--- src/rtl/pkgs.sv ---
// Shared types and constants for the data-memory arbiter.
package pkgs;

    localparam int ADDR_W = 19;
    localparam int DATA_W = 19;

    // Access-size encoding used on every byte_en bus.
    localparam logic [1:0] BYTE      = 2'b00;
    localparam logic [1:0] HALF_WORD = 2'b01;
    localparam logic [1:0] WORD      = 2'b10;

    typedef enum logic [1:0] {
        IDLE  = 2'd0,
        ISSUE = 2'd1,
        WAIT  = 2'd2,
        RESP  = 2'd3
    } arb_state_t;

    typedef enum logic {
        CORE = 1'b0,
        DBG  = 1'b1
    } port_t;

endpackage

--- src/rtl/rr_arb2.sv ---
// Two-way round-robin pick. Bit 0 is the core port, bit 1 the debug port.
module rr_arb2
    import pkgs::*;
(
    input  logic [1:0] req,
    input  logic       last_owner,
    output logic [1:0] gnt
);

    // A lone requester wins; on a tie the port that did not win last time goes.
    always_comb begin
        gnt = req;
        if (req == 2'b11) begin
            gnt = (last_owner == DBG) ? 2'b01 : 2'b10;
        end
    end

endmodule

--- src/rtl/dmem_arbiter.sv ---
// Arbiter and sequencer for the single-port data memory shared by the core
// data port and the debug/DMA port. One registered transaction at a time;
// read returns are timed by a fixed-latency counter.
//
// Handshake: a requester raises req with a stable payload and holds both
// until gnt pulses for one cycle (the request is accepted in that cycle).
// Completion is a one-cycle rvalid pulse on the owning port; reads carry
// rdata with it, writes return rdata = 0. rdata is 0 whenever rvalid is low.
module dmem_arbiter
    import pkgs::*;
#(
    parameter int unsigned RD_LAT = 1
) (
    input  logic        clk,
    input  logic        reset_n,

    input  logic        core_req_i,
    input  logic [18:0] core_addr_i,
    input  logic [1:0]  core_byte_en_i,
    input  logic        core_wr_i,
    input  logic [18:0] core_wr_data_i,
    output logic        core_gnt_o,
    output logic        core_rvalid_o,
    output logic [18:0] core_rdata_o,

    input  logic        dbg_req_i,
    input  logic [18:0] dbg_addr_i,
    input  logic [1:0]  dbg_byte_en_i,
    input  logic        dbg_wr_i,
    input  logic [18:0] dbg_wr_data_i,
    output logic        dbg_gnt_o,
    output logic        dbg_rvalid_o,
    output logic [18:0] dbg_rdata_o,

    output logic        mem_req_o,
    output logic [18:0] mem_addr_o,
    output logic [1:0]  mem_byte_en_o,
    output logic        mem_wr_o,
    output logic [18:0] mem_wr_data_o,
    input  logic [18:0] mem_rd_data_i,

    output logic        busy_o
);

    // The counter reaches 0 in the cycle the memory presents read data.
    localparam logic [2:0] CNT_LOAD = 3'(RD_LAT - 1);

    arb_state_t  state_q;
    arb_state_t  state_d;
    port_t       owner_q;
    port_t       last_owner_q;
    logic [2:0]  cnt_q;
    logic [18:0] addr_q;
    logic [18:0] wdata_q;
    logic [18:0] rdata_q;
    logic [1:0]  be_q;
    logic        wr_q;
    logic [1:0]  req;
    logic [1:0]  arb_gnt;
    logic [1:0]  gnt;

    assign req = {dbg_req_i, core_req_i};

    rr_arb2 u_rr_arb2 (
        .req        (req),
        .last_owner (last_owner_q),
        .gnt        (arb_gnt)
    );

    // Grants are only offered in IDLE, and never while reset is asserted so
    // that every output reads 0 during reset.
    assign gnt        = (state_q == IDLE && reset_n) ? arb_gnt : 2'b00;
    assign core_gnt_o = gnt[0];
    assign dbg_gnt_o  = gnt[1];
    assign busy_o     = (state_q != IDLE);

    // State register.
    always_ff @(posedge clk or negedge reset_n) begin
        if (!reset_n) begin
            state_q <= IDLE;
        end else begin
            state_q <= state_d;
        end
    end

    // Next-state logic: grant -> issue -> (wait for reads) -> respond.
    always_comb begin
        state_d = state_q;
        case (state_q)
            IDLE:    if (gnt != 2'b00) state_d = ISSUE;
            ISSUE:   state_d = wr_q ? RESP : WAIT;
            WAIT:    if (cnt_q == 3'd0) state_d = RESP;
            RESP:    state_d = IDLE;
            default: state_d = IDLE;
        endcase
    end

    // Payload/owner latch on grant, latency counter and read-data capture.
    always_ff @(posedge clk or negedge reset_n) begin
        if (!reset_n) begin
            owner_q      <= CORE;
            last_owner_q <= DBG;
            cnt_q        <= 3'd0;
            addr_q       <= '0;
            wdata_q      <= '0;
            rdata_q      <= '0;
            be_q         <= '0;
            wr_q         <= 1'b0;
        end else begin
            if (gnt != 2'b00) begin
                owner_q      <= port_t'(gnt[1]);
                last_owner_q <= port_t'(gnt[1]);
                if (gnt[1]) begin
                    addr_q  <= dbg_addr_i;
                    be_q    <= dbg_byte_en_i;
                    wr_q    <= dbg_wr_i;
                    wdata_q <= dbg_wr_data_i;
                end else begin
                    addr_q  <= core_addr_i;
                    be_q    <= core_byte_en_i;
                    wr_q    <= core_wr_i;
                    wdata_q <= core_wr_data_i;
                end
            end
            if (state_q == ISSUE && !wr_q) begin
                cnt_q <= CNT_LOAD;
            end
            if (state_q == WAIT) begin
                if (cnt_q == 3'd0) begin
                    rdata_q <= mem_rd_data_i;
                end else begin
                    cnt_q <= cnt_q - 3'd1;
                end
            end
        end
    end

    // Outputs: memory strobe only in ISSUE, completion only to the owner in RESP.
    always_comb begin
        mem_req_o     = 1'b0;
        mem_addr_o    = '0;
        mem_byte_en_o = '0;
        mem_wr_o      = 1'b0;
        mem_wr_data_o = '0;
        core_rvalid_o = 1'b0;
        core_rdata_o  = '0;
        dbg_rvalid_o  = 1'b0;
        dbg_rdata_o   = '0;
        case (state_q)
            ISSUE: begin
                mem_req_o     = 1'b1;
                mem_addr_o    = addr_q;
                mem_byte_en_o = be_q;
                mem_wr_o      = wr_q;
                mem_wr_data_o = wdata_q;
            end
            RESP: begin
                if (owner_q == DBG) begin
                    dbg_rvalid_o = 1'b1;
                    dbg_rdata_o  = wr_q ? 19'd0 : rdata_q;
                end else begin
                    core_rvalid_o = 1'b1;
                    core_rdata_o  = wr_q ? 19'd0 : rdata_q;
                end
            end
            default: ;
        endcase
    end

endmodule

--- config.mk ---
export PLATFORM = sky130hd
export DESIGN_NAME = dmem_arbiter
export DESIGN_NICKNAME = d
export VERILOG_FILES = /design/src/rtl/pkgs.sv /design/src/rtl/rr_arb2.sv /design/src/rtl/dmem_arbiter.sv
export SDC_FILE = /design/constraint.sdc
export NUM_CORES = 1
export LEC_CHECK = 0
export ABC_AREA = 1
export CAP_MARGIN = 25
export CELL_PAD_IN_SITES_DETAIL_PLACEMENT = 0
export CELL_PAD_IN_SITES_GLOBAL_PLACEMENT = 2
export CORE_ASPECT_RATIO = 1.75
export CORE_MARGIN = 4
export CORE_UTILIZATION = 23
export CTS_BUF_LIST = sky130_fd_sc_hd__clkbuf_2 sky130_fd_sc_hd__clkbuf_4 sky130_fd_sc_hd__clkbuf_8
export DETAILED_ROUTE_END_ITERATION = 12
export PLACE_DENSITY = 0.93
export SLEW_MARGIN = 20
export SYNTH_ARGS = -nofsm -noshare
export SYNTH_HDL_FRONTEND = slang
export SYNTH_SLANG_ARGS = --single-unit
--- constraint.sdc ---
create_clock -name clk -period 4.4 [get_ports clk]
set_input_delay 0.88 -clock clk [delete_from_list [all_inputs] [get_ports clk]]
set_output_delay 0.88 -clock clk [all_outputs]
set_load 0.01 [all_outputs]
==> Implementation_results.wiki, run 1 <==
{| class="wikitable"
! Metric !! Value
|-
| Routability congestion estimate from global placement || 0.766
|-
| Largest net degree at the start of global routing || 85
|-
| HPWL after detailed placement || 9530 µm
|-
| Leakage component of the power || 3.17 nW
|-
| Count of cell instances traversed by the critical path || 6
|-
| Setup TNS || 0 ps
|-
| Cells along the critical path || inv_1 -> ha_2 -> buf_4 -> nand2_1 -> inv_1 -> clkdlybuf4s50_1
|-
| DIE AREA || 19300 µm²
|-
| Initial Utilization || 23.3%
|-
| Synthesis-to-finish area growth || 57.4%
|-
| Relative slew slack || 47.1%
|-
| # fillers || 1825
|-
| GRT Total Usage || 13.5%
|-
| Die W || 107 µm
|-
| Highest-count cells in the layout ignoring fill and taps || clkdlybuf4s50_1 (188), nand2_1 (153), inv_1 (98)
|-
| Cell with the largest stage delay on the worst path || clkdlybuf4s50_1
|-
| Vias after detailed routing || 3965
|-
| Clock insertion delay at the later pin of the skew report || 340 ps
|-
| Drt total wl || 12800 µm
|-
| Final critical delay including setup and external delays || 3250 ps
|-
| Power density of the placed cells || 497 nW/µm²
|-
| Number of pins exceeding their max-slew limit in the final report || 0
|-
| Max-capacitance violation count || 0
|-
| Finish-stage setup viols || 0
|-
| Net count of the mapped netlist || 671
|-
| First-iteration detailed-routing DRC count || 125
|-
| Number of distinct library cell variants in the gate-level netlist after synthesis || 22
|-
| Buffer and inverter count on the worst path || 4
|-
| Crit. End Element || output pin
|-
| Largest driver fanout on the critical path || 17
|-
| Number of antenna violations at the first check in global routing || 1
|-
| Maximum vdd ir drop || 0.191 mV
|-
| Worst Skew || 7.86 ps
|-
| R2R depth || 11
|-
| Worst Hold Margin || 494 ps
|-
| Number of hold violations in the final report || 0
|-
| Yosys warning total || 0
|-
| Arrival time of data at the critical path endpoint || 2370 ps
|-
| Chip Height || 181 µm
|-
| Result of the run || finished clean
|-
| Required time of the worst setup path || 3520 ps
|-
| Setup Buffers After CTS || 0
|-
| Mapped cell area || 3930 µm²
|-
| Total of flip-flops plus latches after synthesis || 67
|-
| Clock tree from TritonCTS || yes
|-
| Actual slew at the worst max-slew pin || 794 ps
|-
| Final worst path period share || 73.9%
|-
| Worst-path clk slew || 70 ps
|-
| Hold WC Path Type || flop to flop
|-
| Maximum count of clock buffers along a single path || 2
|-
| Count of inserted antenna diode cells || 0
|-
| Cell at the root of the clock tree || clkbuf_8
|-
| # port buffers || 189
|-
| Share of layout cells above drive strength 1 || 6.36%
|-
| Overall Power || 0.00307 W
|-
| Post-synthesis area per instance || 7.03 µm²
|-
| Nets@finish || 847
|-
| Drt wl/cell || 13.3 µm
|-
| Detailed Routing Iterations Pass 1 || 4
|-
| Leading cell type in the layout, fill and taps excluded || clkdlybuf4s50_1
|-
| Number of instances resized during post-cts repair || 0
|-
| Delay contributed by the slowest stage of the critical path || 570 ps
|-
| Residual overflow from global routing || 0
|-
| Core region area || 16900 µm²
|-
| Number of buffers inserted during clock tree synthesis || 9
|-
| IO Pins || 190
|-
| Setup repair after global routing missed its margin || no
|-
| Min-Delay Path Depth || 1
|-
| Critical path class || flop to output pin
|-
| Average via count per standard cell || 4.10
|-
| Launching element type of the critical path || flop
|-
| Crit path max-delay family || buffers and inverters
|-
| Number of global-route vias before repair || 3955
|-
| Most common cell on crit path || inv_1
|-
| Count of unresolved DRC violations after routing || 0
|-
| Count of hold-fix buffers inserted at cts || 0
|-
| Proportion of synthesized chip area in sequential cells || 42.7%
|-
| Remaining antenna violation count after routing || 0
|-
| Deepest level of the CTS H-tree || 3
|-
| Total number of clock tree sinks || 67
|-
| Wire length of the first global-routing pass || 20600 µm
|-
| Highest clock rate || 307 MHz
|-
| Cell count after synthesis || 559
|-
| Floorplan row count || 63
|}
registers in the layout (all words and copies together), names as in the netlist:
register,cells
wr_q,1
addr_q,19
last_owner_q,1
state_q,2
cnt_q,3
rdata_q,19
be_q,2
wdata_q,19
owner_q,1
synthesized netlist by cell type:
| library cell | n | area share (%) |
|---|---|---|
| nand3_1 | 45 | 5.7 |
| mux2_1 | 3 | 0.86 |
| nand2_2 | 2 | 0.32 |
| ha_1 | 7 | 2.2 |
| buf_2 | 13 | 1.7 |
| inv_1 | 98 | 9.4 |
| o21ai_0 | 6 | 0.76 |
| a21oi_1 | 2 | 0.25 |
| mux2_2 | 16 | 4.6 |
| nand3_4 | 1 | 0.45 |
| buf_4 | 2 | 0.38 |
| nand2_1 | 154 | 15 |
| clkbuf_1 | 12 | 1.1 |
| clkinv_1 | 1 | 0.095 |
| o22ai_1 | 2 | 0.32 |
| xnor2_1 | 1 | 0.22 |
| buf_6 | 4 | 1.1 |
| dfstp_2 | 1 | 0.67 |
| o21ai_1 | 41 | 5.2 |
| buf_1 | 2 | 0.19 |
| dfrtp_1 | 66 | 42 |
| nor2_1 | 80 | 7.6 |
area by class of cell:
cell class	count	area (µm²)	share of cell area (%)
repair buffers	198	1970	31.9
multi-input cells	360	1710	27.7
flip-flops and latches	67	1680	27.1
clock inverters	3	15.0	0.243
inverters	99	372	6.01
clock buffers	12	153	2.47
well taps	227	284	4.59
report_power, final:
group / switching [W] / total, W / internal, W
clock: 0.000233 / 0.000459 / 0.000227
combinational: 0.000799 / 0.00156 / 0.000763
sequential: 0.000146 / 0.00105 / 0.000905
total: 0.00118 / 0.00307 / 0.00190
routing by layer:
| layer | global-route usage [%] | part of all wire, % | vias to the layer above |
|---|---|---|---|
| li1 | - | - | 2025 |
| met1 | 14.8 | 37 | 1805 |
| met2 | 25.3 | 55 | 117 |
| met3 | 2.47 | 5.3 | 16 |
| met4 | 5.07 | 2.0 | 2 |
| met5 | 0 | 0.055 | - |
per-stage QoR:
step	area (µm²)	setup WS [ps]	instances	utilization (%)
2_1_floorplan	3930	1940	559	-
4_1_cts	6160	1070	965	36.5
3_3_place_gp	5990	1180	950	35.5
5_1_grt	6180	965	966	36.6
3_5_place_dp	5990	1190	950	35.5
6_report	6180	1150	966	36.6
worst register-to-register path, cell delays in order, from the launching register on:
cell and delay [ps]:
dfrtp_1 400, inv_1 110, ha_1 260, nand2_1 120, inv_1 80, nand2_4 70, buf_4 360, buf_4 680
nand3_1 310, nand2_1 150, nand2_1 60, nand2_1 50
kinds of logic after synthesis:
| family | synth area share [%] |
|---|---|
| compound gates | 6.56 |
| flops | 42.7 |
| xor+xnor | 0.223 |
| fa+ha+maj | 2.23 |
| mux | 5.45 |
| buf+inv | 14.0 |
| simple gates | 28.9 |
worst paths after layout:
kind	startpoint	slack, ps	endpoint
worst max register to register	state_q[0]	1700	state_q[0]
worst min register to register	rdata_q[10]	490	rdata_q[10]
min in group asynchronous	reset_n	610	rdata_q[7]
max in group asynchronous	reset_n	3160	last_owner_q
worst min-delay path	rdata_q[10]	490	rdata_q[10]
worst max-delay path	state_q[1]	1150	mem_addr_o[2]
No activity file was read; power rests on OpenSTA's default activity.
==> inputs of run 2 (changes only) <==
--- a/config.mk
+++ b/config.mk
@@ -11,10 +11,10 @@
 export CELL_PAD_IN_SITES_GLOBAL_PLACEMENT = 2
 export CORE_ASPECT_RATIO = 1.75
 export CORE_MARGIN = 4
-export CORE_UTILIZATION = 23
+export CORE_UTILIZATION = 19
 export CTS_BUF_LIST = sky130_fd_sc_hd__clkbuf_2 sky130_fd_sc_hd__clkbuf_4 sky130_fd_sc_hd__clkbuf_8
 export DETAILED_ROUTE_END_ITERATION = 12
-export PLACE_DENSITY = 0.93
+export PLACE_DENSITY = 0.83
 export SLEW_MARGIN = 20
 export SYNTH_ARGS = -nofsm -noshare
 export SYNTH_HDL_FRONTEND = slang
==> constraint.sdc (replaced) <==
create_clock -name clk -period 2.86 [get_ports clk]
set_input_delay 0.572 -clock clk [delete_from_list [all_inputs] [get_ports clk]]
set_output_delay 0.572 -clock clk [all_outputs]
set_load 0.01 [all_outputs]
==> run 2 against run 1 <==
  * Count of clock-buffer cells in the layout down 2
  * Power up 62%
  * Hold slack worse by 210 ps
  * Sequential share of layout area down 0.50 points
  * Sequential power up 54%
  * Flip-flop and latch count unchanged
  * Final cell count up 2.4%
  * Largest cell class unchanged
==> Implementation_results.wiki, run 2 (synthesis gave the netlist of run 1 again) <==
{| class="wikitable"
! Metric !! Value
|-
| Initial Utilization || 19.3%
|-
| Leakage component of the power || 3.20 nW
|-
| Average via count per standard cell || 3.98
|-
| Chip Height || 198 µm
|-
| Final critical delay including setup and external delays || 2680 ps
|-
| Hold WC Path Type || input pin to asynchronous set/reset pin
|-
| Number of antenna violations at the first check in global routing || 1
|-
| Pre-CTS setup slack || 217 ps
|-
| Launching element type of the critical path || flop
|-
| Worst Hold Margin || 283 ps
|-
| IO Pins || 190
|-
| Maximum vdd ir drop || 0.245 mV
|-
| Remaining antenna violation count after routing || 0
|-
| Number of pins exceeding their max-slew limit in the final report || 0
|-
| Detailed Routing Iterations Pass 1 || 4
|-
| Largest net degree at the start of global routing || 128
|-
| First-iteration detailed-routing DRC count || 105
|-
| Cell at the root of the clock tree || clkbuf_8
|-
| Largest registers ranked by flip-flop count || addr_q: 19 flops, rdata_q: 19 flops, wdata_q: 19 flops
|-
| Die W || 117 µm
|-
| Count of unresolved DRC violations after routing || 0
|-
| Total number of clock tree sinks || 67
|-
| Deepest level of the CTS H-tree || 3
|-
| Drt total wl || 13600 µm
|-
| Number of global-route vias before repair || 3917
|-
| Core region area || 20400 µm²
|-
| Residual overflow from global routing || 0
|-
| Setup repair after global routing missed its margin || no
|-
| Synthesis-to-finish area growth || 60.3%
|-
| # port buffers || 189
|-
| GRT Total Usage || 11.8%
|-
| Worst-path clk slew || 90 ps
|-
| Leading cell type in the layout, fill and taps excluded || clkdlybuf4s50_1
|-
| Number of hold violations in the final report || 0
|-
| HPWL after detailed placement || 10100 µm
|-
| Max-capacitance violation count || 0
|-
| Drt wl/cell || 13.8 µm
|-
| Setup TNS || 0 ps
|-
| Vias after detailed routing || 3939
|-
| Arrival time of data at the critical path endpoint || 2100 ps
|-
| Number of buffers inserted during clock tree synthesis || 9
|-
| Final worst path period share || 93.6%
|-
| Result of the run || finished clean
|-
| Share of layout cells above drive strength 1 || 6.75%
|-
| Largest driver fanout on the critical path || 24
|-
| Crit. End Element || output pin
|-
| Power density of the placed cells || 790 nW/µm²
|-
| Floorplan row count || 69
|-
| Relative slew slack || 62.7%
|-
| Nets@finish || 848
|-
| Count of inserted antenna diode cells || 0
|-
| DIE AREA || 23100 µm²
|-
| Required time of the worst setup path || 2290 ps
|-
| Clock insertion delay at the later pin of the skew report || 350 ps
|-
| Maximum count of clock buffers along a single path || 2
|-
| Highest clock rate || 374 MHz
|-
| Wire length of the first global-routing pass || 20800 µm
|-
| Finish-stage setup viols || 0
|-
| Count of hold-fix buffers inserted at cts || 0
|-
| R2R depth || 10
|-
| Post-route setup slack || 183 ps
|-
| Clock tree from TritonCTS || yes
|-
| Routability congestion estimate from global placement || 0.743
|-
| Worst Skew || 15.2 ps
|-
| Highest-count cells in the layout ignoring fill and taps || clkdlybuf4s50_1 (188), nand2_1 (153), inv_1 (98)
|-
| Actual slew at the worst max-slew pin || 559 ps
|-
| Critical path class || flop to output pin
|}
## run 2: changes by cell type in the layout (fill, tap and decap cells not counted), moves of 2 or more
cell,change
buf_12,+2
bufinv_16,+2
clkinv_2,-2
clkinv_4,+2
clkinvlp_4,+2
## run 2: metal layers
metal / global-route usage (%) / vias to the layer above / share of wire (%)
met2: 22.7 / 116 / 57
met5: 0 / - / 0.088
met3: 2.51 / 17 / 5.1
li1: - / 2030 / -
met1: 12.2 / 1774 / 36
met4: 4.29 / 2 / 2.3
## run 2: path summary, 6_finish.rpt
check                                start             to  slack [ps]
max in group asynchronous          reset_n     wdata_q[9]        1990
worst max register to register  state_q[0]     wdata_q[9]         800
min in group clk                rdata_q[6]     rdata_q[6]         500
worst min-delay path               reset_n    wdata_q[17]         280
worst max-delay path            state_q[1]  mem_addr_o[1]         180
worst min register to register  rdata_q[6]     rdata_q[6]         500
## run 2: final cells by class
cell class	instances	area [µm²]
flip-flops and latches	67	1680
clock buffers	10	131
repair buffers	199	2000
well taps	248	310
multi-input cells	360	1710
fillers	2224	14100
clock inverters	6	90.1
inverters	99	375
## run 2: worst max-delay path, stage by stage (launching register included)
cell and delay [ps]:
dfrtp_1 430, inv_1 120, ha_2 180, buf_4 280
nand2_1 90, inv_1 70, clkdlybuf4s50_1 570
## run 2: repair_timing
| item | CTS | global route |
|---|---|---|
| endpoints found under the setup margin | 0 | 4 |
| gates resized for setup | 0 | 1 |
| setup buffers | 0 | 0 |
## run 2: per-stage QoR
stage,util [%],instances,instance area (µm²),total power (W)
after detailed placement,29.7,972,6050,0.00415
final,30.9,989,6300,0.00497
after floorplan,-,559,3930,0.00301
after CTS,30.8,988,6270,0.00509
after global routing,30.9,989,6300,0.00543
after global placement,29.7,972,6050,0.00410
## run 2: power breakdown
part           internal (W)  switching [W]
Sequential          0.00139       0.000228
Combinational       0.00119        0.00125
Clock              0.000503       0.000409
Total               0.00309        0.00189
==> inputs of run 3 (changes only) <==
--- a/config.mk
+++ b/config.mk
@@ -11,10 +11,10 @@
 export CELL_PAD_IN_SITES_GLOBAL_PLACEMENT = 2
 export CORE_ASPECT_RATIO = 1.75
 export CORE_MARGIN = 4
-export CORE_UTILIZATION = 19
+export CORE_UTILIZATION = 21
 export CTS_BUF_LIST = sky130_fd_sc_hd__clkbuf_2 sky130_fd_sc_hd__clkbuf_4 sky130_fd_sc_hd__clkbuf_8
 export DETAILED_ROUTE_END_ITERATION = 12
-export PLACE_DENSITY = 0.83
+export PLACE_DENSITY = 0.87
 export SLEW_MARGIN = 20
 export SYNTH_ARGS = -nofsm -noshare
 export SYNTH_HDL_FRONTEND = slang
==> constraint.sdc (replaced) <==
create_clock -name clk -period 3 [get_ports clk]
set_input_delay 0.6 -clock clk [delete_from_list [all_inputs] [get_ports clk]]
set_output_delay 0.6 -clock clk [all_outputs]
set_load 0.01 [all_outputs]
==> run 3 against run 2 <==
  * Combinational power shrank 5%
  * Non-clock buffer count is 2 higher
  * Clock skew decreased by 10 ps
  * Critical path type is now input pin to output pin
  * Count of clock-buffer cells in the layout grew 3
  * First-iteration DRC count rose by 45%
  * Largest power group unchanged
  * Final cell count decreased by 1.3%
  * Sequential power shrank 5%
  * Sequential share of layout area up 0.35 points
  * Worst setup slack improved by 110 ps
  * Via count is 0.20% lower
  * Global-route usage is 0.82 points higher
  * Wire length is 2.4% lower
==> Implementation_results.wiki, run 3 (synthesis gave the netlist of run 1 again) <==
{| class="wikitable"
! Metric !! Value
|-
| Maximum vdd ir drop || 0.206 mV
|-
| Hold WC Path Type || input pin to asynchronous set/reset pin
|-
| Reg2Reg Capture Point || state_q[1]
|-
| HPWL after detailed placement || 9930 µm
|-
| Clock tree from TritonCTS || yes
|-
| Wire length of the first global-routing pass || 21200 µm
|-
| Number of pins exceeding their max-slew limit in the final report || 0
|-
| Clock insertion delay at the later pin of the skew report || 340 ps
|-
| Number of hold violations in the final report || 0
|-
| Final standard cell area without fillers || 6220 µm²
|-
| Count of inserted antenna diode cells || 0
|-
| Setup TNS || 0 ps
|-
| Average via count per standard cell || 4.03
|-
| Final core utilization || 34.1%
|-
| Result of the run || finished clean
|-
| Final critical delay including setup and external delays || 2700 ps
|-
| Worst reg2reg path startpoint || state_q[0]
|-
| Number of standard cells in the final layout excluding fillers || 976
|-
| DIE AREA || 21000 µm²
|-
| IO Pins || 190
|-
| Residual overflow from global routing || 0
|-
| Actual slew at the worst max-slew pin || 817 ps
|-
| Relative slew slack || 45.5%
|-
| Largest registers ranked by flip-flop count || addr_q: 19 flops, rdata_q: 19 flops, wdata_q: 19 flops
|-
| Maximum count of clock buffers along a single path || 2
|-
| Required time of the worst setup path || 2400 ps
|-
| Inst Count DP || 961
|-
| Worst-path clk slew || 80 ps
|-
| Vias after detailed routing || 3931
|-
| Placement-stage cell area || 6030 µm²
|-
| Core region area || 18200 µm²
|-
| Setup repair after global routing missed its margin || no
|-
| Count of unresolved DRC violations after routing || 0
|-
| Number of buffers inserted during clock tree synthesis || 9
|-
| First-iteration detailed-routing DRC count || 152
|-
| Nets@finish || 850
|-
| Largest net degree at the start of global routing || 85
|-
| Max-capacitance violation count || 0
|-
| # fillers || 1983
|-
| Power density of the placed cells || 736 nW/µm²
|-
| Number of global-route vias before repair || 3925
|-
| Drt wl/cell || 13.6 µm
|-
| Overall Power || 0.00457 W
|-
| Highest clock rate || 370 MHz
|-
| Highest-count cells in the layout ignoring fill and taps || clkdlybuf4s50_1 (188), nand2_1 (153), inv_1 (98)
|-
| Deepest level of the CTS H-tree || 3
|-
| Initial Utilization || 21.6%
|-
| Total number of clock tree sinks || 67
|-
| Detailed Routing Iterations Pass 1 || 4
|-
| Die W || 111 µm
|-
| Critical path class || input pin to output pin
|-
| Drt total wl || 13300 µm
|-
| Final worst path period share || 90.1%
|-
| Worst Skew || 5.01 ps
|-
| Leading cell type in the layout, fill and taps excluded || clkdlybuf4s50_1
|-
| Count of hold-fix buffers inserted at cts || 0
|-
| Chip Height || 189 µm
|-
| Synthesis-to-finish area growth || 58.2%
|-
| Cell at the root of the clock tree || clkbuf_8
|-
| Setup slack on the worst flop-to-flop path || 790 ps
|-
| # port buffers || 189
|-
| Finish-stage setup viols || 0
|-
| Launching element type of the critical path || input pin
|-
| Setup Buffers After CTS || 0
|-
| Crit. End Element || output pin
|-
| Remaining antenna violation count after routing || 0
|-
| Leakage component of the power || 3.18 nW
|-
| R2R depth || 10
|-
| Number of instances resized during post-cts repair || 0
|-
| Number of antenna violations at the first check in global routing || 0
|-
| Largest driver fanout on the critical path || 4
|-
| Routability congestion estimate from global placement || 0.741
|-
| Floorplan row count || 65
|-
| Share of layout cells above drive strength 1 || 6.74%
|-
| GRT Total Usage || 12.6%
|-
| Arrival time of data at the critical path endpoint || 2100 ps
|}
## run 3: routing by layer
| metal | track usage (%) | share of wire, % | vias to the layer above |
|---|---|---|---|
| met4 | 3.79 | 1.3 | 0 |
| li1 | - | - | 2039 |
| met2 | 24.3 | 55 | 107 |
| met5 | 0 | 0 | - |
| met1 | 13.8 | 39 | 1775 |
| met3 | 2.53 | 4.7 | 10 |
## run 3: cell type report
type,count,area (µm²),share of cell area [%]
clock buffer,13,173,2.78
clock inverter,2,10.0,0.161
inverter,99,372,5.98
multi-input combinational,360,1710,27.5
sequential,67,1680,27.0
tap,234,293,4.71
timing repair buffer,201,1980,31.8
## run 3: metrics by stage
step	setup slack [ps]	hold WS (ps)
final	297	228
after CTS	251	213
after global placement	332	474
after detailed placement	315	482
after floorplan	1030	304
after global routing	105	209
## run 3: report_power, final
part | internal (W) | total (W) | switching (W)
Clock | 0.000371 | 0.000720 | 0.000350
Sequential | 0.00133 | 0.00154 | 0.000209
Combinational | 0.00113 | 0.00232 | 0.00119
## run 3: critical path, cell delays in order
cell and delay, ps:
clkdlybuf4s50_1 520, inv_1 50, a21oi_1 230, nand2_4 120
inv_1 70, clkdlybuf4s50_1 520
## run 3: worst max path at each step
stage                     slack (ps)        from         end  depth (start not counted)
after global placement           330   dbg_req_i   dbg_gnt_o                          6
after detailed placement         320   dbg_req_i   dbg_gnt_o                          6
after CTS                        250  state_q[1]    mem_wr_o                          6
after floorplan                 1030  state_q[0]   dbg_gnt_o                          9
after global routing             100  state_q[0]  core_gnt_o                          7
final                            300   dbg_req_i   dbg_gnt_o                          6
